===== src/rtl/mod_seq_pkg.sv =====
// Shared constants and types for the register-mapped
// restoring divider (mod_sequencer).
package mod_seq_pkg;

  localparam int DATA_W = 16;
  localparam int N_ITER = DATA_W;
  localparam int CNT_W  = $clog2(N_ITER + 1);

  localparam logic [1:0] ADDR_X      = 2'd0;
  localparam logic [1:0] ADDR_Y      = 2'd1;
  localparam logic [1:0] ADDR_RESULT = 2'd2;
  localparam logic [1:0] ADDR_CTRL   = 2'd3;

  localparam int ST_BUSY = 0;
  localparam int ST_DONE = 1;
  localparam int ST_DZ   = 2;

  typedef enum logic [1:0] {
    IDLE,
    LOAD,
    ITER,
    FIN
  } state_e;

endpackage


===== src/rtl/mod_sequencer_if.sv =====
// Register bus between a processor-side master and the
// divider peripheral.
interface mod_sequencer_if;
  import mod_seq_pkg::*;

  logic                  E;
  logic                  W;
  logic                  R;
  logic [1:0]            ADDR;
  logic [DATA_W-1:0]     D;
  logic [2*DATA_W-1:0]   OUT;
  logic                  BUSY;
  logic                  DONE;

  modport master (
    output E, W, R, ADDR, D,
    input  OUT, BUSY, DONE
  );

  modport slave (
    input  E, W, R, ADDR, D,
    output OUT, BUSY, DONE
  );

endinterface


===== src/rtl/mod_divstep.sv =====
// One restoring-division step: shift in the next dividend
// bit, subtract the divisor when it fits.
module mod_divstep
  import mod_seq_pkg::*;
(
  input  logic [DATA_W-1:0] rem_i,
  input  logic [DATA_W-1:0] q_i,
  input  logic [DATA_W-1:0] d_i,
  output logic [DATA_W-1:0] rem_o,
  output logic [DATA_W-1:0] q_o
);

  logic [DATA_W:0] rem_sh;
  logic            ge;

  assign rem_sh = {rem_i, q_i[DATA_W-1]};
  assign ge     = rem_sh >= {1'b0, d_i};

  // when ge, the true difference is < d, so it fits
  // in DATA_W bits and the wrapped subtract is exact
  assign rem_o = ge ? rem_sh[DATA_W-1:0] - d_i
                    : rem_sh[DATA_W-1:0];
  assign q_o   = {q_i[DATA_W-2:0], ge};

endmodule


===== src/rtl/mod_sequencer.sv =====
// Register file, control FSM and read mux of the
// multi-cycle 16-bit quotient/remainder engine.
module mod_sequencer (
  input  logic           CLK,
  input  logic           RST_N,
  mod_sequencer_if.slave bus
);
  import mod_seq_pkg::*;

  localparam int RW = 2 * DATA_W;

  state_e            state_q, state_d;
  logic [DATA_W-1:0] x_q, x_d;
  logic [DATA_W-1:0] y_q, y_d;
  logic [DATA_W-1:0] q_q, q_d;
  logic [DATA_W-1:0] rem_q, rem_d;
  logic [DATA_W-1:0] div_q, div_d;
  logic [CNT_W-1:0]  cnt_q, cnt_d;
  logic [RW-1:0]     res_q, res_d;
  logic [RW-1:0]     out_q, out_d;
  logic              busy_q, busy_d;
  logic              done_q, done_d;
  logic              dz_q, dz_d;

  logic              wr;
  logic              rd;
  logic              start;
  logic [RW-1:0]     status;
  logic [DATA_W-1:0] step_rem;
  logic [DATA_W-1:0] step_q;

  assign wr    = bus.E & bus.W;
  assign rd    = bus.E & bus.R;
  assign start = wr && (bus.ADDR == ADDR_CTRL) && bus.D[0];

  mod_divstep u_step (
    .rem_i (rem_q),
    .q_i   (q_q),
    .d_i   (div_q),
    .rem_o (step_rem),
    .q_o   (step_q)
  );

  always_comb begin
    status          = '0;
    status[ST_BUSY] = busy_q;
    status[ST_DONE] = done_q;
    status[ST_DZ]   = dz_q;
  end

  always_comb begin
    state_d = state_q;
    x_d     = x_q;
    y_d     = y_q;
    q_d     = q_q;
    rem_d   = rem_q;
    div_d   = div_q;
    cnt_d   = cnt_q;
    res_d   = res_q;
    out_d   = out_q;
    busy_d  = busy_q;
    done_d  = done_q;
    dz_d    = dz_q;

    if (rd) begin
      unique case (bus.ADDR)
        ADDR_X:      out_d = {{DATA_W{1'b0}}, x_q};
        ADDR_Y:      out_d = {{DATA_W{1'b0}}, y_q};
        ADDR_RESULT: out_d = res_q;
        ADDR_CTRL:   out_d = status;
      endcase
    end

    if (wr && bus.ADDR == ADDR_X) x_d = bus.D;
    if (wr && bus.ADDR == ADDR_Y) y_d = bus.D;

    unique case (state_q)
      IDLE: begin
        if (start) state_d = LOAD;
      end
      LOAD: begin
        q_d     = x_q;
        div_d   = y_q;
        rem_d   = '0;
        cnt_d   = '0;
        done_d  = 1'b0;
        busy_d  = 1'b1;
        dz_d    = (y_q == '0);
        state_d = (y_q == '0) ? FIN : ITER;
      end
      ITER: begin
        q_d   = step_q;
        rem_d = step_rem;
        cnt_d = cnt_q + 1'b1;
        if (cnt_q == CNT_W'(N_ITER - 1)) state_d = FIN;
      end
      FIN: begin
        // q still holds the latched dividend on div-by-zero
        res_d   = dz_q ? {{DATA_W{1'b1}}, q_q}
                       : {q_q, rem_q};
        busy_d  = 1'b0;
        done_d  = 1'b1;
        state_d = IDLE;
      end
    endcase
  end

  always_ff @(posedge CLK or negedge RST_N) begin
    if (!RST_N) begin
      state_q <= IDLE;
      x_q     <= '0;
      y_q     <= '0;
      q_q     <= '0;
      rem_q   <= '0;
      div_q   <= '0;
      cnt_q   <= '0;
      res_q   <= '0;
      out_q   <= '0;
      busy_q  <= 1'b0;
      done_q  <= 1'b0;
      dz_q    <= 1'b0;
    end else begin
      state_q <= state_d;
      x_q     <= x_d;
      y_q     <= y_d;
      q_q     <= q_d;
      rem_q   <= rem_d;
      div_q   <= div_d;
      cnt_q   <= cnt_d;
      res_q   <= res_d;
      out_q   <= out_d;
      busy_q  <= busy_d;
      done_q  <= done_d;
      dz_q    <= dz_d;
    end
  end

  assign bus.OUT  = out_q;
  assign bus.BUSY = busy_q;
  assign bus.DONE = done_q;

endmodule


===== src/flat_wrapper.sv =====
// flat-port wrapper written by rule: the top's interface ports become plain ports
module mod_sequencer_flat import mod_seq_pkg::*;
  (CLK, RST_N, bus_E, bus_W, bus_R, bus_ADDR, bus_D, bus_OUT, bus_BUSY, bus_DONE);
  mod_sequencer_if bus_i ();
  input  logic CLK;
  input  logic RST_N;
  input wire logic [$bits(bus_i.E)-1:0] bus_E;
  input wire logic [$bits(bus_i.W)-1:0] bus_W;
  input wire logic [$bits(bus_i.R)-1:0] bus_R;
  input wire logic [$bits(bus_i.ADDR)-1:0] bus_ADDR;
  input wire logic [$bits(bus_i.D)-1:0] bus_D;
  output wire logic [$bits(bus_i.OUT)-1:0] bus_OUT;
  output wire logic [$bits(bus_i.BUSY)-1:0] bus_BUSY;
  output wire logic [$bits(bus_i.DONE)-1:0] bus_DONE;
  assign bus_i.E = bus_E;
  assign bus_i.W = bus_W;
  assign bus_i.R = bus_R;
  assign bus_i.ADDR = bus_ADDR;
  assign bus_i.D = bus_D;
  assign bus_OUT = bus_i.OUT;
  assign bus_BUSY = bus_i.BUSY;
  assign bus_DONE = bus_i.DONE;
  mod_sequencer u_core (.CLK(CLK), .RST_N(RST_N), .bus(bus_i));
endmodule

===== config.mk =====
export PLATFORM = sky130hd
export DESIGN_NAME = mod_sequencer_flat
export DESIGN_NICKNAME = d
export VERILOG_FILES = /design/src/rtl/mod_seq_pkg.sv /design/src/rtl/mod_sequencer_if.sv /design/src/rtl/mod_divstep.sv /design/src/rtl/mod_sequencer.sv /design/src/flat_wrapper.sv
export SDC_FILE = /design/constraint.sdc
export NUM_CORES = 1
export LEC_CHECK = 0
export ABC_AREA = 1
export ABC_CLOCK_PERIOD_IN_PS = 2100
export CAP_MARGIN = 20
export CORE_UTILIZATION = 60
export CTS_BUF_LIST = sky130_fd_sc_hd__clkbuf_4 sky130_fd_sc_hd__clkbuf_8
export DETAILED_ROUTE_END_ITERATION = 8
export GPL_ROUTABILITY_DRIVEN = 0
export GPL_TIMING_DRIVEN = 0
export PLACE_DENSITY = 0.81
export SETUP_SLACK_MARGIN = 0.15
export SLEW_MARGIN = 30
export SYNTH_ARGS = -nofsm -noshare
export SYNTH_HDL_FRONTEND = slang
export SYNTH_SLANG_ARGS = --single-unit
export TNS_END_PERCENT = 50

===== constraint.sdc =====
create_clock -name CLK -period 2.1 [get_ports CLK]
set_input_delay 0.315 -clock CLK [delete_from_list [all_inputs] [get_ports CLK]]
set_output_delay 0.315 -clock CLK [all_outputs]
set_load 0.05 [all_outputs]

==> metrics.csv <==
metric,value,unit
status,finished clean,
R2R setup slack,0.02,ns
full die area,0.0133,mm^2
clock tree from TritonCTS,done,
global-route wire length before repair,32500,um
final setup vio count,0,
Critical Path End,u_core.rem_q[11],
clock root buffer,clkbuf_8,
IO Port Bufs,56,
"area leader, netlist",dfrtp_1,
WP data required,2.44,ns
RSZ-0062 raised after global routing,true,
post-synthesis sequential area ratio,50.0,%
"Top FF cell, synth",dfrtp_1,
final wirelength,23000,um
Max Clock Freq,480,MHz
clk slew on worst S/H paths,0.08,ns
R2R cell count,12,
global route total overflow,0,
Tmin final,2.08,ns
vias in the first global route,6293,
Syn Area/Cell,8.25,um^2
critical path type,reg2reg,
setup TNS,0,ns
max_cap viols,0,
max-slew violations,0,
"commonest non-fill, non-tap cell in the layout",nand2_1,
vias,7291,
Setup crit start kind,register,
Synth top area share,50.0,%
IO Pins,57,
DR pass1 iterations,6,
Synth Warn #,0,
n_diodes,0,
largest net degree at the start of global routing,67,
post-DP HPWL,15200,um
cell row count,41,
final worst-path cycle share,99.3,%
DRC viols,0,
Die Width,115,um
initial core utilization,61.4,%
Synth-to-Final Area Change,27.0,%
worst reg2reg path endpoint,u_core.rem_q[11],
layout cells sized above 1,17.9,%
crit path from,u_core.rem_q[7],
Synthesized Nets,982,
core footprint,0.0126,mm^2
Synth area leaders,"dfrtp_1 (50%), nand2_1 (11%), o21ai_0 (8.1%), inv_1 (7.9%), ha_1 (3.7%)",
Post-synth ARST share,100,%
Util after Layout,78.0,%
post-route insts no fill,1239,
arrival time worst endpoint,2.43,ns
post-route ant nets,0,
CP endpoint kind,register,
CTS Buf Count,17,
"Cell Area, Synth",0.00771,mm^2
Final Skew,0.00982,ns
clock tree buffer depth,2,
die height,115,um
Fin. Hold Viols,0,
initial antenna violation count,0,
pre-CTS WS,-0.201,ns
worst skew pair latency,0.46,ns
Slew HR,58.1,%
synthesized flop and latch total,154,
Unique masters post-synth,39,
HP Class,in2async,
worst-margin pin slew,0.629,ns
Post-synth EDFFs,0,
DR iter-0 viols,812,
wire per inst,18.6,um
Final Worst Setup Slack,0.0156,ns
Sinks on Clock Net,154,
dpl cells,1165,
H-Tree Depth,4,
Layout Nets,1101,
Post-Syn Instances,935,
most frequent cells in the layout,"nand2_1 (207), dfrtp_1 (154), inv_1 (142)",
CP max FO,5,
GR Util All Layers,33.2,%
DR vias/cell,5.88,
Reg-to-Reg Start,u_core.rem_q[7],
==> worst max-delay path, stage by stage, from the launching register on <==
cell,delay [ns]
dfrtp_1,0.44
ha_4,0.35
nand2_4,0.08
nor2_4,0.11
nand2_2,0.09
nor3_4,0.15
nor2_4,0.08
buf_12,0.14
nand2_8,0.09
buf_12,0.13
nand3_2,0.12
nand3_1,0.11
nand2_1,0.06
==> registers in the layout (all words and copies together) (netlist names) <==
| register | cells |
|---|---|
| u_core.bus.OUT | 32 |
| u_core.q_q | 16 |
| u_core.rem_q | 16 |
| u_core.bus.BUSY | 1 |
| u_core.bus.DONE | 1 |
| u_core.x_q | 16 |
| u_core.y_q | 16 |
| u_core.div_q | 16 |
| u_core.cnt_q | 5 |
| u_core.res_q | 32 |
| u_core.state_q | 2 |
| u_core.dz_q | 1 |
==> metal layers <==
metal,global-route usage [%],wire (um)
met5,0,0
met4,12.7,1020
met1,47.9,9060
met3,6.01,2470
met2,50.2,10500
==> repair_timing <==
action                     in CTS  in global routing
setup endpoints to repair      42                 63
pin swaps                       1                 32
setup buffers                   2                 35
resized for setup              26                 93
hold endpoints to repair       39                  0
hold buffers                    1                  0
gates cloned                    0                  4
==> cells by family after synthesis <==
| logic type | after synthesis | synth area share [%] |
|---|---|---|
| AND/OR/NAND/NOR | 338 | 19.4 |
| adder cells (fa/ha/maj) | 24 | 3.99 |
| buffers and inverters | 201 | 10.1 |
| XOR/XNOR | 6 | 0.681 |
| flip-flops | 154 | 50.0 |
| AO/OA/AOI/OAI | 212 | 15.9 |
==> cell type report <==
class                           instances  area (um^2)
Sequential cell                       154         3850
Multi-Input combinational cell        581         3510
Fill cell                             806         2770
Timing Repair Buffer                   99         1010
Inverter                              164          617
Clock buffer                           19          255
Tap cell                              172          215
Buffer                                 37          184
Clock inverter                         13          151
==> how the worst min path moves through the flow <==
stage / from / cells past startpoint / to
2_1_floorplan: RST_N / 0 / u_core.bus.BUSY
3_3_place_gp: u_core.bus.OUT[17] / 2 / u_core.bus.OUT[17]
3_5_place_dp: RST_N / 1 / u_core.bus.OUT[19]
4_1_cts: RST_N / 2 / u_core.bus.OUT[19]
5_1_grt: RST_N / 2 / u_core.bus.OUT[20]
6_report: RST_N / 2 / u_core.bus.OUT[19]
==> cells in the mapped netlist, drive strengths merged, types with 7 or more instances <==
master	count
a21oi	31
a221oi	7
a22oi	16
buf	9
clkbuf	28
dfrtp	154
ha	23
inv	163
nand2	239
nand3	51
nor2	30
nor3	7
o21ai	127
o221ai	16
o22ai	8
==> per-stage QoR <==
step / hold WS (ns) / instance area (um^2)
after detailed placement: 0.208 / 8550
final: 0.319 / 9800
after CTS: 0.327 / 9170
after global routing: 0.341 / 9800
after global placement: 0.467 / 8490
after floorplan: 0.0194 / 7710
Power is not shown: default switching activity piles up to over one toggle a cycle in this logic, so the estimate is an artifact.
